--- config.mk ---
export PLATFORM = sky130hd
export DESIGN_NAME = arbitro_rr_param
export DESIGN_NICKNAME = d
export VERILOG_FILES = /design/src/rtl/arbitro_rr_param.sv
export SDC_FILE = /design/constraint.sdc
export NUM_CORES = 1
export LEC_CHECK = 0
export CAP_MARGIN = 20
export CORE_MARGIN = 3
export CORE_UTILIZATION = 40
export CTS_BUF_LIST = sky130_fd_sc_hd__clkbuf_4 sky130_fd_sc_hd__clkbuf_8 sky130_fd_sc_hd__clkbuf_16
export CTS_CLUSTER_DIAMETER = 60
export CTS_CLUSTER_SIZE = 20
export DETAILED_ROUTE_END_ITERATION = 16
export PLACE_DENSITY = 0.73
export SYNTH_ARGS = -nofsm -noshare
export SYNTH_HDL_FRONTEND = slang
export SYNTH_SLANG_ARGS = --single-unit
export TNS_END_PERCENT = 100
--- constraint.sdc ---
create_clock -name clk -period 4.7 [get_ports clk]
set_input_delay 1.175 -clock clk [delete_from_list [all_inputs] [get_ports clk]]
set_output_delay 1.175 -clock clk [all_outputs]
set_load 0.005 [all_outputs]
--- src/rtl/arbitro_rr_param.sv ---
`default_nettype none
// arbitro_rr_param: round-robin arbiter that drains NUM_IN show-ahead FIFOs into NUM_OUT
// destination FIFOs chosen by each word's top DEST_W bits, with per-output word counters.
module arbitro_rr_param #(
   parameter int NUM_IN     = 4,
   parameter int NUM_OUT    = 4,
   parameter int DATA_W     = 12,
   parameter int DEST_W     = 2,
   parameter int STALL_MODE = 1,
   parameter int CNT_W      = 8
) (
   input  logic                     clk,
   input  logic                     reset,
   input  logic [NUM_IN-1:0]        empty,
   input  logic [NUM_IN*DATA_W-1:0] fifo_out,
   input  logic [NUM_OUT-1:0]       almost_full,
   output logic [NUM_IN-1:0]        pop,
   output logic [NUM_OUT-1:0]       push,
   output logic [DATA_W-1:0]        data_out,
   output logic [NUM_OUT*CNT_W-1:0] cnt_out,
   output logic                     idle
);

   localparam int IDX_W = $clog2(NUM_IN);

   typedef enum logic [0:0] {
      S_INIT = 1'b0,
      S_RUN  = 1'b1
   } state_t;

   state_t            state;
   state_t            state_nxt;
   logic [IDX_W-1:0]  rr;
   logic [IDX_W-1:0]  rr_nxt;
   logic [IDX_W-1:0]  grant_idx;
   logic              grant_vld;
   logic [DATA_W-1:0] grant_word;
   logic [DEST_W-1:0] grant_dest;
   logic [NUM_IN-1:0] eligible;
   logic [DATA_W-1:0] word [NUM_IN];
   logic [CNT_W-1:0]  cnt  [NUM_OUT];

   for (genvar i = 0; i < NUM_IN; i++) begin : g_elig
      assign word[i] = fifo_out[i*DATA_W +: DATA_W];
      if (STALL_MODE != 0) begin : g_per_dest
         assign eligible[i] = ~empty[i] & ~almost_full[word[i][DATA_W-1 -: DEST_W]];
      end else begin : g_global
         assign eligible[i] = ~empty[i] & ~(|almost_full);
      end
   end

   for (genvar d = 0; d < NUM_OUT; d++) begin : g_cnt
      assign cnt_out[d*CNT_W +: CNT_W] = cnt[d];
   end

   always_comb begin
      state_nxt  = state;
      pop        = '0;
      grant_vld  = 1'b0;
      grant_idx  = '0;
      grant_word = '0;
      grant_dest = '0;
      rr_nxt     = rr;

      if (state == S_INIT) begin
         state_nxt = S_RUN;
      end

      // Two descending passes, last hit wins: the lowest eligible index at or above rr
      // beats everything, otherwise the lowest eligible index below rr (the wrap).
      if ((state == S_RUN) && !reset) begin
         for (int i = NUM_IN-1; i >= 0; i--) begin
            if (eligible[i] && (IDX_W'(i) < rr)) begin
               grant_vld = 1'b1;
               grant_idx = IDX_W'(i);
            end
         end
         for (int i = NUM_IN-1; i >= 0; i--) begin
            if (eligible[i] && (IDX_W'(i) >= rr)) begin
               grant_vld = 1'b1;
               grant_idx = IDX_W'(i);
            end
         end
      end

      if (grant_vld) begin
         pop[grant_idx] = 1'b1;
         grant_word     = word[grant_idx];
         grant_dest     = grant_word[DATA_W-1 -: DEST_W];
         rr_nxt         = (grant_idx == IDX_W'(NUM_IN-1)) ? '0 : grant_idx + 1'b1;
      end
   end

   always_ff @(posedge clk) begin
      if (reset) begin
         state    <= S_INIT;
         rr       <= '0;
         push     <= '0;
         data_out <= '0;
         idle     <= 1'b1;
         for (int d = 0; d < NUM_OUT; d++) begin
            cnt[d] <= '0;
         end
      end else begin
         state <= state_nxt;
         idle  <= (state == S_RUN) && !grant_vld && (push == '0);
         push  <= '0;
         if (grant_vld) begin
            rr               <= rr_nxt;
            push[grant_dest] <= 1'b1;
            data_out         <= grant_word;
            cnt[grant_dest]  <= cnt[grant_dest] + 1'b1;
         end
      end
   end

endmodule
`default_nettype wire

Word-level counts from Yosys, hierarchy flattened

Memories as Yosys holds them, arrays and structs flattened.
Cells that the tools add are included.

Output and inout port bits: 53
Memory bits (writable): 32
Memories: 1
Flip-flop bits (word level): 20

Memories:

| name | depth | width | rd ports | clocked after Yosys merged registers in | wr ports | line | RTL |
|---|---|---|---|---|---|---|---|
| cnt  | 4     | 8     | 5        | 0                                       | 4        | 41   | `logic [CNT_W-1:0] cnt [NUM_OUT];` |

Mux-type cells: 45
Magnitude comparators: 17
Reductions and logical operators: 18
Add/sub/neg operators: 2
Bitwise operators: 14
Eq/ne operators: 1

Operator list:

| cell                                                                                | number |
|---|---|
| 12-bit binary-select mux with 2-bit select                                          | 1 |
| 12-bit 2-to-1 mux                                                                   | 2 |
| 2-bit 2-to-1 mux                                                                    | 12 |
| 1-bit 2-to-1 mux                                                                    | 22 |
| 2-bit by 3-bit < comparator with 1-bit output, second input constant                | 6 |
| 1-bit logical AND                                                                   | 13 |
| 1-bit NOT                                                                           | 9 |
| 8-bit by 1-bit adder with 8-bit output, second input constant                       | 1 |
| 1-bit binary-select mux with 2-bit select                                           | 4 |
| 8-bit 2-to-1 mux                                                                    | 1 |
| 8-bit OR reduction                                                                  | 1 |
| 1-bit bitwise AND                                                                   | 4 |
| 1-bit demux with 2-bit select                                                       | 2 |
| 1-bit by 2-bit greater-or-equal comparator with 1-bit output, first input constant  | 2 |
| 2-bit by 1-bit greater-or-equal comparator with 1-bit output, second input constant | 2 |
| 2-bit greater-or-equal comparator, first input constant                             | 2 |
| 4-bit logical NOT                                                                   | 1 |
| 1-bit by 2-bit < comparator with 1-bit output, first input constant                 | 2 |
| 2-bit < comparator, first input constant                                            | 2 |
| 4-bit 2-to-1 mux                                                                    | 1 |
| 3-bit greater-or-equal comparator, second input constant                            | 1 |
| 2-bit NOT with 3-bit output                                                         | 1 |
| 2-bit by 1-bit adder with 2-bit output, second input constant                       | 1 |
| 2-bit == test, second input constant                                                | 1 |
| 2 further kinds                                                                     | 3 |

Depth between registers and ports, before layout

Gate-level depths: netlist of run 1.

Word-level depth: 23
Gate-level depth with buffers: 17
Gate-level depth less buffers: 15

Worst setup path before layout of run 1

Ideal clock, no wire load.

Path kind: input port to output port
Start: in fifo_out[10]
End: out pop[0]
Data arrival time: 3.120 ns
Stages on the path: 9
Path slack: 0.405 ns
Required time: 3.525 ns
Path buffers: 2
Cell sequence: mux4_2 -> nor2_4 -> a21oi_1 -> and4_1 -> buf_6 -> inv_4 -> clkbuf_1 -> ha_1 -> and2_1

Cells in the longest elaborated chain, start to end: 16
Elaborated cells on any way between the ends: 24
Those cells by class: order compare: 2; mux: 17; bitwise: 2; reduce/logical: 3

Ends and longest elaborated chain:

| element                                                                                                                                             | line | RTL |
|---|---|---|
| start: declaration                                                                                                                                  | 15   | `input logic [NUM_IN*DATA_W-1:0] fifo_out,` |
| 1-bit binary-select mux with 2-bit select (*)                                                                                                       | 46   | `assign eligible[i] = ~empty[i] & ~almost_full[word[i][DATA_W-1 -: DEST_W]];` |
| 1-bit 2-to-1 mux (not written as such) (*)                                                                                                          | 46   |  |
| 1-bit NOT (*)                                                                                                                                       | 46   |  |
| 1-bit bitwise AND (*)                                                                                                                               | 46   |  |
| 1-bit logical AND                                                                                                                                   | 73   | `if (eligible[i] && (IDX_W'(i) < rr)) begin` |
| 2-bit 2-to-1 mux                                                                                                                                    | 73   |  |
| 2-bit 2-to-1 mux (4 in a row)                                                                                                                       | 79   | `if (eligible[i] && (IDX_W'(i) >= rr)) begin` |
| 2-bit 2-to-1 mux                                                                                                                                    | 71   | `if ((state == S_RUN) && !reset) begin` |
| 2-bit by 3-bit < comparator with 1-bit output (not written as such) or 2-bit by 1-bit greater-or-equal comparator with 1-bit output (tied branches) | 87   | `pop[grant_idx] = 1'b1;` |
| 1-bit logical AND (not written as such)                                                                                                             | 87   |  |
| 1-bit 2-to-1 mux (not written as such)                                                                                                              | 87   |  |
| 1-bit demux with 2-bit select                                                                                                                       | 87   |  |
| 4-bit 2-to-1 mux (*)                                                                                                                                | 86   | `if (grant_vld) begin` |
| end: declaration                                                                                                                                    | 17   | `output logic [NUM_IN-1:0] pop,` |

Every way passes the cells marked *; elsewhere a longest branch is shown, timed or not. The select of a mux whose other input is x is not followed.

Final worst setup path of run 1

Start: in fifo_out[23]
End: out pop[1]

Cells in the longest elaborated chain, start to end: 17
Elaborated cells on any way between the ends: 26
Those cells by class: order compare: 2; mux: 19; bitwise: 2; reduce/logical: 3

Ends and longest elaborated chain:

| element                                                                                                                                             | line |
|---|---|
| 1-bit binary-select mux with 2-bit select (*)                                                                                                       | 46 |
| 1-bit 2-to-1 mux (not written as such) (*)                                                                                                          | 46 |
| 1-bit NOT (*)                                                                                                                                       | 46 |
| 1-bit bitwise AND (*)                                                                                                                               | 46 |
| 1-bit logical AND                                                                                                                                   | 73 |
| 2-bit 2-to-1 mux (2 in a row)                                                                                                                       | 73 |
| 2-bit 2-to-1 mux (4 in a row)                                                                                                                       | 79 |
| 2-bit 2-to-1 mux                                                                                                                                    | 71 |
| 2-bit by 3-bit < comparator with 1-bit output (not written as such) or 2-bit by 1-bit greater-or-equal comparator with 1-bit output (tied branches) | 87 |
| 1-bit logical AND (not written as such)                                                                                                             | 87 |
| 1-bit 2-to-1 mux (not written as such)                                                                                                              | 87 |
| 1-bit demux with 2-bit select                                                                                                                       | 87 |
| 4-bit 2-to-1 mux (*)                                                                                                                                | 86 |

Marks and branches as above.

==> results of run 1 <==
area by class of cell:
cell class | count | area (sq um)
fill | 544 | 2330
multi-input combinational | 234 | 1720
timing repair buffer | 183 | 1660
sequential | 52 | 1360
tap | 99 | 124
clock buffer | 7 | 96.3
inverter | 12 | 47.5
clock inverter | 1 | 30.0
path summary, 6_finish.rpt:
check	start	to	slack [ns]	cells after the start
max	fifo_out[23]	pop[1]	0.09	11
min	state	idle	0.46	2
max reg2reg	rr[1]	cnt[1][2]	1.45	14
min reg2reg	state	idle	0.46	2
cells by family (layout without fill, tap and decap cells):
| family | Yosys count | after routing | share of synthesized area (%) |
|---|---|---|---|
| buf+inv | 25 | 203 | 3.44 |
| simple gates | 121 | 121 | 20.6 |
| xor+xnor | 4 | 4 | 1.38 |
| mux | 34 | 34 | 12.0 |
| compound gates | 70 | 70 | 16.5 |
| flops | 52 | 52 | 44.1 |
| fa+ha+maj | 5 | 5 | 2.03 |
timing repair:
item,CTS,global route
gates resized for setup,8,26
pin swaps,4,12
buffers inserted,7,9
cloned,0,0
setup endpoints to repair,8,27
power by group through the flow:
stage          combinational (uW)  clock (uW)  sequential, uW
6_report                      373         336             540
2_1_floorplan                 144           0             547
4_1_cts                       351         342             539
3_3_place_gp                  338           0             548
3_5_place_dp                  342           0             549
5_1_grt                       401         357             544
state kept, by name, summed over array words and instances, names as in the netlist:
name      cells
data_out     12
state         1
idle          1
rr            2
cnt          32
push          4
cells in the mapped netlist (2+ instances only):
cell type,instances,share of area [%]
edfxtp_1,32,31
nor2_1,32,3.9
nand2_1,25,3.0
o21ai_0,25,4.1
dfxtp_1,20,13
mux2i_1,18,5.8
mux2_2,14,5.1
nand3_1,14,2.3
clkbuf_1,10,1.2
nand2b_1,10,2.0
inv_1,9,1.1
and2_1,8,1.6
nand4_1,6,1.2
a21oi_1,5,0.81
a31oi_1,5,1.0
ha_1,5,2.0
nor3_1,4,0.65
a22o_1,3,0.85
a22oi_1,3,0.73
and3_1,3,0.61
nor2b_1,3,0.61
nor4_1,3,0.61
o221ai_2,3,1.5
a211oi_2,2,0.81
buf_2,2,0.32
nand2_2,2,0.41
nor2_2,2,0.41
o211ai_1,2,0.49
o21ai_1,2,0.32
o21ai_2,2,0.57
o311a_1,2,0.65
o311ai_0,2,0.57
o31ai_1,2,0.49
or3_1,2,0.41
xor2_1,2,0.57
tightest hold or removal path, delay by kind of cell (launching register included):
kind / cells / cell delay, ns
DFF: 1 / 0.32
and+or+nand+nor: 2 / 0.11
stage by stage:
stage	hold slack, ns	TNS, ns	instances
after detailed placement	0.448	-6.04	564
after global placement	0.445	-3.12	564
final	0.459	0	588
after floorplan	0.434	0	311
after global routing	0.487	-0.0530	588
after CTS	0.461	-0.0302	579
routing by layer:
layer | wire (microns) | vias up | share of wire, % | global-route usage, %
li1 | - | 1502 | - | -
met1 | 4230 | 1468 | 42 | 29.3
met2 | 4860 | 135 | 49 | 38.7
met3 | 687 | 19 | 6.9 | 2.88
met4 | 190 | 0 | 1.9 | 6.74
met5 | 0 | - | 0 | 0
==> results.json, run 1 <==
{
  "final_nets": 551,
  "crit_arrival_ns": 3.44,
  "clkPwrFrac_pct": 26.9,
  "drv_slew": 0,
  "ir_worst_vdd_v": 0.000192,
  "finalCriticalPeriod_ns": 4.61,
  "status": "complete, no violations",
  "postSynth.asyncResetShare_pct": 0,
  "grt_pass1_wl_microns": 15500,
  "synth_area_sq_um": 3090,
  "ios": 111,
  "dpl_cell_area_sq_um": 4680,
  "synth_top_flop_cell": "edfxtp_1",
  "endpoint_kind": "primary output",
  "ys_ff_latch": 52,
  "cts_buffers": 5,
  "hp-class": "reg -> reg",
  "max_freq_ghz": 0.217,
  "track_usage_pct": 22.4,
  "synth_cell_types": 62,
  "final_cell_mix": "clkdlybuf4s50_1 (98), buf_4 (72), edfxtp_1 (32)",
  "wl_per_cell_microns": 16.9,
  "final_common_cell": "clkdlybuf4s50_1",
  "via_count": 3124,
  "antenna_found_initial": 0,
  "yosysSeqAreaShare_pct": 44.1,
  "synth_edf_count": 32,
  "power_density_nw_per_um2": 248,
  "first_global_vias": 3178,
  "path_cells": "clkdlybuf4s50_1 > nor2b_1 > a22o_2 > buf_4 > o2111a_2 > nor3_4 > buf_4 > inv_2 > ha_1 > and2_1 > dlygate4sd2_1",
  "pre_cts_slack_ns": -0.320,
  "cts_root_buf": "clkbuf_8",
  "switchingPower_uw": 333,
  "hold_violations": 0,
  "die_y_microns": 93.9,
  "clk_latency_ns": 0.31,
  "drt-initial-drc-count": 218,
  "drive_gt1_share_pct": 27.0,
  "drt-total-wl_microns": 9960,
  "drtAntennaViolNets": 0,
  "max-slew-margin-rel_pct": 70.5,
  "cp_max_fo": 5,
  "crit_top_cell": "buf_4",
  "drc": 0,
  "start_kind": "input port",
  "clock_sinks": 52,
  "port_buffers": 110,
  "synth_cells": 311,
  "drtPass1Iterations": 4,
  "cts_tree": "built",
  "dpl.hpwl_microns": 7360,
  "crit_type": "in -> out",
  "crit_family": "buffers and inverters",
  "setup_violations": 0,
  "switching_share_pct": 26.6,
  "grt_max_degree": 31,
  "fin_crit_sh_pct": 98.2,
  "p_leak_uw": 0.00209,
  "die_w_microns": 93.9,
  "critical_path_required_ns": 3.52,
  "initial_core_util_pct": 41.9,
  "diodes": 0,
  "cts_buffer_depth": 2,
  "total_power_uw": 1250,
  "clk_pin_slew_ns": 0.09,
  "gr-total-overflow": 0,
  "final_util_pct": 68.4,
  "syn_avg_cell_area_sq_um": 9.93,
  "finalWorstSetupSlack_ns": 0.0851,
  "path_buf_inv": 5,
  "intPower_uw": 916,
  "final_area_sq_um": 5040,
  "seq_power_share_pct": 43.2,
  "htreeDepth": 2,
  "postCtsHoldBufs": 0,
  "vias_per_cell": 5.31,
  "synth_fp_nets": 374,
  "rows": 31,
  "pwr-share-comb_pct": 29.9,
  "drv_cap": 0,
  "finClkSkew_ns": 0.00606,
  "ys_warn_count": 0,
  "core_area_sq_um": 7370,
  "worstMarginPinSlew_ns": 0.442,
  "die_area_sq_um": 8810,
  "gp_congestion": 0.899,
  "cp_slowest_stage_delay_ns": 0.44,
  "area_growth_pct": 63.3,
  "cpMaxStageDelayCell": "clkdlybuf4s50_1"
}
(Power assumes the default switching activity.)
==> inputs of run 2 (changes only) <==
--- a/config.mk
+++ b/config.mk
@@ -12,7 +12,7 @@
 export CTS_CLUSTER_DIAMETER = 60
 export CTS_CLUSTER_SIZE = 20
 export DETAILED_ROUTE_END_ITERATION = 16
-export PLACE_DENSITY = 0.73
+export PLACE_DENSITY_LB_ADDON = 0.3
 export SYNTH_ARGS = -nofsm -noshare
 export SYNTH_HDL_FRONTEND = slang
 export SYNTH_SLANG_ARGS = --single-unit
==> results.json, run 2 (synthesis gave the netlist of run 1 again) <==
{
  "status": "complete, no violations",
  "finalCriticalPeriod_ns": 4.61,
  "grt_max_degree": 23,
  "die_w_microns": 93.9,
  "die_y_microns": 93.9,
  "grt_pass1_wl_microns": 15000,
  "worstMarginPinSlew_ns": 0.557,
  "endpoint_kind": "primary output",
  "largest_reg_flops": 32,
  "core_area_sq_um": 7370,
  "crit_arrival_ns": 3.43,
  "seq_power_share_pct": 45.8,
  "wl_per_cell_microns": 16.5,
  "p_leak_uw": 0.00193,
  "gp_congestion": 0.897,
  "drt-initial-drc-count": 199,
  "r2r_slack_ns": 1.31,
  "top_regs": "cnt (32), data_out (12), push (4)",
  "drtAntennaViolNets": 0,
  "final_area_sq_um": 4800,
  "pwr-share-comb_pct": 29.1,
  "setup_violations": 0,
  "cts_tree": "built",
  "ios": 111,
  "seqCellArea_sq_um": 1360,
  "drc": 0,
  "crit_top_cell": "clkdlybuf4s50_1",
  "start_kind": "input port",
  "rr_startpoint": "rr[1]",
  "ff2ff_path_depth": 12,
  "cp_slowest_stage_delay_ns": 0.51,
  "hold-path-endpoint": "data_out[11]",
  "cpMaxStageDelayCell": "clkdlybuf4s50_1",
  "clk_pin_slew_ns": 0.09,
  "rows": 31,
  "path_cells": "clkdlybuf4s50_1 > nor2b_1 > a22o_2 > or3_1 > and4_4 > inv_4 > ha_1 > and2_1 > clkdlybuf4s50_1",
  "vias_per_cell": 5.35,
  "ir_worst_vdd_v": 0.000143,
  "dpl_cell_area_sq_um": 4640,
  "finClkSkew_ns": 0.00547,
  "drive_gt1_share_pct": 22.6,
  "hold_depth": 2,
  "drt-total-wl_microns": 9460,
  "min-delay-start": "data_out[11]",
  "area_growth_pct": 55.4,
  "switchingPower_uw": 313,
  "dpl.hpwl_microns": 7420,
  "drv_slew": 0,
  "diodes": 0,
  "intPower_uw": 866,
  "clk_latency_ns": 0.30,
  "switching_share_pct": 26.5,
  "clkPwrFrac_pct": 25.1,
  "top_register": "cnt",
  "crit_type": "in -> out",
  "final_nets": 535,
  "first_global_vias": 3002,
  "cp_max_fo": 6,
  "clock_sinks": 52,
  "max-slew-margin-rel_pct": 62.5,
  "max_freq_ghz": 0.217,
  "rsz0062_at_grt": "no",
  "htreeDepth": 2,
  "hold_violations": 0,
  "drtPass1Iterations": 4,
  "final_util_pct": 65.1,
  "fin_crit_sh_pct": 98.0,
  "die_area_sq_um": 8810,
  "rr_endpoint": "cnt[0][6]",
  "fillers": 594,
  "port_buffers": 110,
  "initial_core_util_pct": 41.9,
  "hp-class": "reg -> reg",
  "antenna_found_initial": 0,
  "via_count": 3059,
  "track_usage_pct": 21.7,
  "power_density_nw_per_um2": 246,
  "cts_buffer_depth": 2,
  "gr-total-overflow": 0,
  "critical_path_required_ns": 3.52,
  "final_cell_mix": "clkdlybuf4s50_1 (100), buf_4 (57), nor2_1 (32), edfxtp_1 (32)",
  "final_common_cell": "clkdlybuf4s50_1",
  "cts_buffers": 5,
  "drv_cap": 0,
  "cts_root_buf": "clkbuf_8",
  "multi_input_area_sq_um": 1640,
  "postCtsHoldBufs": 0
}
==> run 2: worst max path at each step <==
stage / from / to / slack (ns)
floorplan: fifo_out[10] / pop[0] / 0.41
global placement: fifo_out[34] / cnt[0][6] / -0.14
detailed placement: almost_full[2] / cnt[0][6] / -0.29
CTS: fifo_out[23] / pop[1] / 0.04
global route: fifo_out[11] / cnt[0][6] / 0.005
finish: empty[1] / pop[0] / 0.09
==> run 2: power groups by stage <==
stage / clock [uW] / sequential [uW] / combinational [uW]
after detailed placement: 0 / 550 / 337
after floorplan: 0 / 547 / 144
final: 296 / 539 / 343
after global routing: 317 / 543 / 370
after global placement: 0 / 548 / 332
after CTS: 306 / 539 / 342
==> run 2: metrics by stage <==
stage	hold slack [ns]	worst slack [ns]	std cells	total power [uW]	setup TNS [ns]
after floorplan	0.434	0.405	311	691	0
final	0.460	0.0924	572	1180	0
after CTS	0.463	0.0363	570	1190	0
after global routing	0.484	0.00474	572	1230	0
after global placement	0.440	-0.140	559	880	-1.75
after detailed placement	0.450	-0.292	559	887	-4.46
==> run 2: layer usage <==
layer	vias to the layer above	share of wire (%)	GRT usage, %
li1	1476	-	-
met4	0	0.58	4.93
met3	4	7.1	4.17
met2	117	51	37.6
met1	1462	41	27.9
met5	-	0	0
==> run 2: repair_timing <==
| item | in CTS | in global routing |
|---|---|---|
| resized for setup | 15 | 2 |
| endpoints found under the setup margin | 4 | 7 |
| pin swaps | 3 | 4 |
| setup buffers | 3 | 2 |
==> run 2: area by class of cell <==
cell class / count / share of cell area (%)
Clock buffer: 5 / 1.43
Clock inverter: 3 / 0.782
Inverter: 12 / 0.991
Multi-Input combinational cell: 234 / 34.2
Sequential cell: 52 / 28.4
Tap cell: 99 / 2.58
Timing Repair Buffer: 167 / 31.7
==> run 2: worst max-delay path, delay by kind of cell <==
family	cells	cell delay [ns]
AOI/OAI and AO/OA	1	0.29
buffers and inverters	3	1.08
and+or+nand+nor	4	0.74
adders and majority gates	1	0.13
==> inputs of run 3 (changes only) <==
--- a/config.mk
+++ b/config.mk
@@ -6,12 +6,12 @@
 export NUM_CORES = 1
 export LEC_CHECK = 0
 export CAP_MARGIN = 20
-export CORE_MARGIN = 3
 export CORE_UTILIZATION = 40
 export CTS_BUF_LIST = sky130_fd_sc_hd__clkbuf_4 sky130_fd_sc_hd__clkbuf_8 sky130_fd_sc_hd__clkbuf_16
 export CTS_CLUSTER_DIAMETER = 60
 export CTS_CLUSTER_SIZE = 20
 export DETAILED_ROUTE_END_ITERATION = 16
+export GPL_TIMING_DRIVEN = 0
 export PLACE_DENSITY_LB_ADDON = 0.3
 export SYNTH_ARGS = -nofsm -noshare
 export SYNTH_HDL_FRONTEND = slang
==> results.json, run 3 (synthesis gave the netlist of run 1 again) <==
{
  "status": "complete, no violations",
  "vias_per_cell": 5.58,
  "via_count": 3053,
  "wl_per_cell_microns": 17.4,
  "cp_slowest_stage_delay_ns": 0.56,
  "hold_slack_ns": 0.460,
  "hp-class": "reg -> reg",
  "grt_max_degree": 17,
  "crit_type": "in -> out",
  "finalCriticalPeriod_ns": 4.56,
  "final_common_cell": "clkdlybuf4s50_1",
  "port_buffers": 110,
  "top_register": "cnt",
  "area_growth_pct": 53.0,
  "cts_root_buf": "clkbuf_8",
  "track_usage_pct": 23.5,
  "p_leak_uw": 0.00185,
  "grt_pass1_wl_microns": 15000,
  "finClkSkew_ns": 0.00742,
  "die_area_sq_um": 8070,
  "gp_congestion": 0.881,
  "max-slew-margin-rel_pct": 50.7,
  "final_nets": 510,
  "drv_cap": 0,
  "core_area_sq_um": 7370,
  "die_w_microns": 89.9,
  "cts_buffer_depth": 2,
  "first_global_vias": 3010,
  "dpl_cell_area_sq_um": 4320,
  "dp_cells": 521,
  "diodes": 0,
  "crit_arrival_ns": 3.39,
  "largest_reg_flops": 32,
  "setup_violations": 0,
  "final_cells": 547,
  "power_density_nw_per_um2": 264,
  "crit_top_cell": "dlygate4sd2_1",
  "drtPass1Iterations": 5,
  "fin_crit_sh_pct": 97.0,
  "endpoint_kind": "primary output",
  "drv_slew": 0,
  "rows": 31,
  "drt-total-wl_microns": 9520,
  "ios": 111,
  "drt-initial-drc-count": 204,
  "cp_max_fo": 10,
  "clock_sinks": 52,
  "path_cells": "dlygate4sd2_1 > mux4_2 > nor2_4 > nor2_1 > a31oi_2 > clkbuf_4 > and2_1 > dlygate4sd2_1",
  "hold_violations": 0,
  "drc": 0,
  "max_freq_ghz": 0.219,
  "final_area_sq_um": 4720,
  "start_kind": "input port",
  "die_y_microns": 89.9,
  "initial_core_util_pct": 41.9,
  "drtAntennaViolNets": 0,
  "final_cell_mix": "clkdlybuf4s50_1 (94), edfxtp_1 (32), nor2_1 (31)",
  "clk_latency_ns": 0.31,
  "cpMaxStageDelayCell": "mux4_2",
  "top_regs": "cnt (32), data_out (12), push (4)",
  "worstMarginPinSlew_ns": 0.740,
  "htreeDepth": 2,
  "antenna_found_initial": 0,
  "drive_gt1_share_pct": 19.2,
  "cts_tree": "built",
  "clk_pin_slew_ns": 0.10,
  "ir_worst_vdd_v": 0.000223,
  "cts_buffers": 5,
  "total_power_uw": 1250,
  "gr-total-overflow": 0,
  "critical_path_required_ns": 3.52,
  "dpl.hpwl_microns": 6830,
  "postCtsHoldBufs": 0
}
run 3: repair_timing:
| action | CTS | global route |
|---|---|---|
| endpoints found under the setup margin | 24 | 23 |
| gates resized for setup | 34 | 14 |
| pin swaps | 3 | 12 |
| buffers inserted | 7 | 11 |
run 3: through the flow:
stage          setup WS, ns  util (%)  setup TNS, ns
2_1_floorplan         0.405         -              0
3_3_place_gp         -0.941      58.5         -15.81
3_5_place_dp         -0.937      58.6         -14.71
4_1_cts             0.00527      62.1              0
5_1_grt             -0.0945      64.1         -0.652
6_report              0.139      64.1              0
run 3: power by group:
group          switching [uW]  total [uW]  leakage (uW)  internal (uW)
registers                22.0         540      0.000496            518
logic                     155         331       0.00128            175
clock network             152         376     0.0000747            223
total                     330        1250       0.00185            917
run 3: layer usage:
layer	vias up	global-route usage, %	routed length [microns]
met5	-	0	0
met4	0	8.33	200
met3	16	3.30	626
met2	133	41.3	4740
met1	1469	29.4	3950
li1	1435	-	-
run 3: area by class of cell:
class	instances	area [sq um]
tap	99	124
clock buffer	7	119
inverter	12	53.8
multi-input combinational	234	1700
fill	587	2650
clock inverter	1	30.0
sequential	52	1360
timing repair buffer	129	1230
buffer	13	96.3
run 3: path summary, 6_finish.rpt:
path	start	end	slack [ns]	depth (start not counted)
worst max-delay path	fifo_out[10]	pop[0]	0.14	8
worst min-delay path	data_out[10]	data_out[10]	0.46	2
worst max register to register	rr[1]	cnt[1][2]	1.38	15
worst min register to register	data_out[10]	data_out[10]	0.46	2
run 3: worst max-delay path, delay by kind of cell:
| kind | cells | cell delay [ns] |
|---|---|---|
| compound gates | 1 | 0.36 |
| buf+inv | 3 | 0.84 |
| mux | 1 | 0.56 |
| simple gates | 3 | 0.44 |
==> RTL change (config.mk and constraints of run 1) <==
Change the parameter `DATA_W` from 12 to 6.
--- a/src/rtl/arbitro_rr_param.sv
+++ b/src/rtl/arbitro_rr_param.sv
@@ -4,7 +4,7 @@
 module arbitro_rr_param #(
    parameter int NUM_IN     = 4,
    parameter int NUM_OUT    = 4,
-   parameter int DATA_W     = 12,
+   parameter int DATA_W     = 6,
    parameter int DEST_W     = 2,
    parameter int STALL_MODE = 1,
    parameter int CNT_W      = 8
Ports: changed (resized data_out and fifo_out); port bits go from 111 to 81. The function was not compared with the original's and may differ.
==> RTL change against run 1 <==
  * Routed wire length shrank 0.28%
  * First-iteration DRC count decreased by 14%
  * Area after synthesis fell by 4.1%
  * Die area fell by 3.9%
  * Worst setup slack got worse by 0.071 ns
  * Power fell by 6.6%
  * Sequential cell count is 6 lower
  * Fmax is 1.5% lower
  * Count of clock-buffer cells in the layout fell by 2
  * Non-clock buffer count down 27
  * Global-route usage is 0.80 points higher
  * Final area fell by 9.4%
  * Worst hold slack got worse by 0.0042 ns
  * Critical endpoint unchanged
  * Largest cell class unchanged
==> RTL change: results (changes against run 1) <==
- Seq cells: 46 (-12%)
- Gr usage total: 0.232 (+0.00798)
- Pre-CTS setup slack: -0.472 ns (-0.151 ns)
- Die area: 8470 um2 (-3.9%)
- Peak VDD IR: 0.212 mV (+10%)
- Vias in the first global route: 3033 (-4.6%)
- Share of cells above drive strength 1: 0.296 (+0.0256)
- Top Registers: cnt (32), data_out (6), push (4)
- Crit path max fanout: 6 (+1)
- M1 GR Usage: 0.279 (-0.0134)
- M1 WL: 3900 um (-7.8%)
- Iteration-0 DRC count of the detailed router: 187 (-14%)
- Netlist cell types: 74 (+19%)
- Area after DPL: 4370 um2 (-6.6%)
- Initial DRT Pass Iterations: 5 (+1)
- Vias per cell: 5.58 (+5.0%)
- Largest net degree at the start of global routing: 17 (-45%)
- Placed Instances: 534 (-5.3%)
- Multi-input gates: 231 (-1.3%)
- Seq group: 0.000492 W (-8.9%)
- Ys Warns: 0 (unchanged)
- Leakage: 1.87 nW (-10%)
- Post-synthesis sequential area ratio: 0.419 (-0.0216)
- Fin util: 0.654 (-0.0301)
- Status: finished clean
- Crit path largest cell delay: 0.49 ns (+0.05 ns)
- Plain + repair buffers: 156 (-15%)
- HPWL after detailed placement: 7570 um (+2.9%)
- Worst Tran Pin Value: 0.472 ns (+0.0307 ns)
- Pwr/cell area: 255 nW/um2 (+3.1%)
- Commonest cells in the synthesized netlist: 32 x edfxtp_1, 30 x nand2_1, 28 x nor2_1
- Final net count: 488 (-11%)
- Clk_skew: 0.00814 ns (+0.00208 ns)
- Met2 wire length: 4890 um (+0.66%)
- Met2 Usage GRT: 0.400 (+0.0129)
- Synth Instances: 296 (-4.8%)
- First-pass GRT wire length: 15500 um (+0.14%)
- Final GP Congestion: 0.970 (+7.9%)
- Area contributors post-synth: edfxtp_1 32%, dfxtp_1 9.5%, nand2_1 3.8%
- Post-synth EDFFs: 32 (unchanged)
- Per-cell routed wire length: 18.2 um (+7.4%)
- Inverters, non-clock: 9 (-3)
- Data buffer area share: 0.300 (-0.0298)
- Seq/total area: 0.272 (+0.00180)
- Area occupied by multi-input gates: 1710 um2 (-0.87%)
- Routed wire length: 9930 um (-0.28%)
- Clk tree area frac: 0.0200 (-0.00506)
- Async SR Flop Fraction: 0 (unchanged)
- Fillers: 575 (+5.7%)
- Psw: 0.000371 W (+12%)
- Minimum clock period: 4.69 ns (+0.0707 ns)
- M3 GR Usage: 0.0484 (+0.0196)
- Met3 WL post-DR: 802 um (+17%)
- Buffers on Ports: 80 (-27%)
- Clk pwr share: 0.223 (-0.046)
- Syn nets: 335 (-10%)
RTL change: path summary, 6_finish.rpt:
kind	end	depth (start not counted)	slack [ns]	startpoint
setup reg to reg	cnt[2][6]	15	1.07	rr[1]
setup / recovery	pop[1]	10	0.01	fifo_out[23]
hold / removal	idle	2	0.45	state
hold reg to reg	idle	2	0.45	state
RTL change: what timing repair did:
item	in CTS	in global routing
pin swaps	2	3
endpoints found under the setup margin	16	11
buffers inserted	2	2
resized for setup	22	12
cloned	0	0
RTL change: logic make-up (layout without fill, tap and decap cells):
| logic type | after synthesis | after routing | synth area share |
|---|---|---|---|
| muxes | 12 | 12 | 0.0461 |
| xor gates and xnor gates | 2 | 2 | 0.00846 |
| and+or+nand+nor | 133 | 133 | 0.250 |
| AOI/OAI and AO/OA | 79 | 79 | 0.226 |
| DFF | 46 | 46 | 0.419 |
| adders and majority gates | 5 | 5 | 0.0211 |
| buffers and inverters | 19 | 173 | 0.0292 |
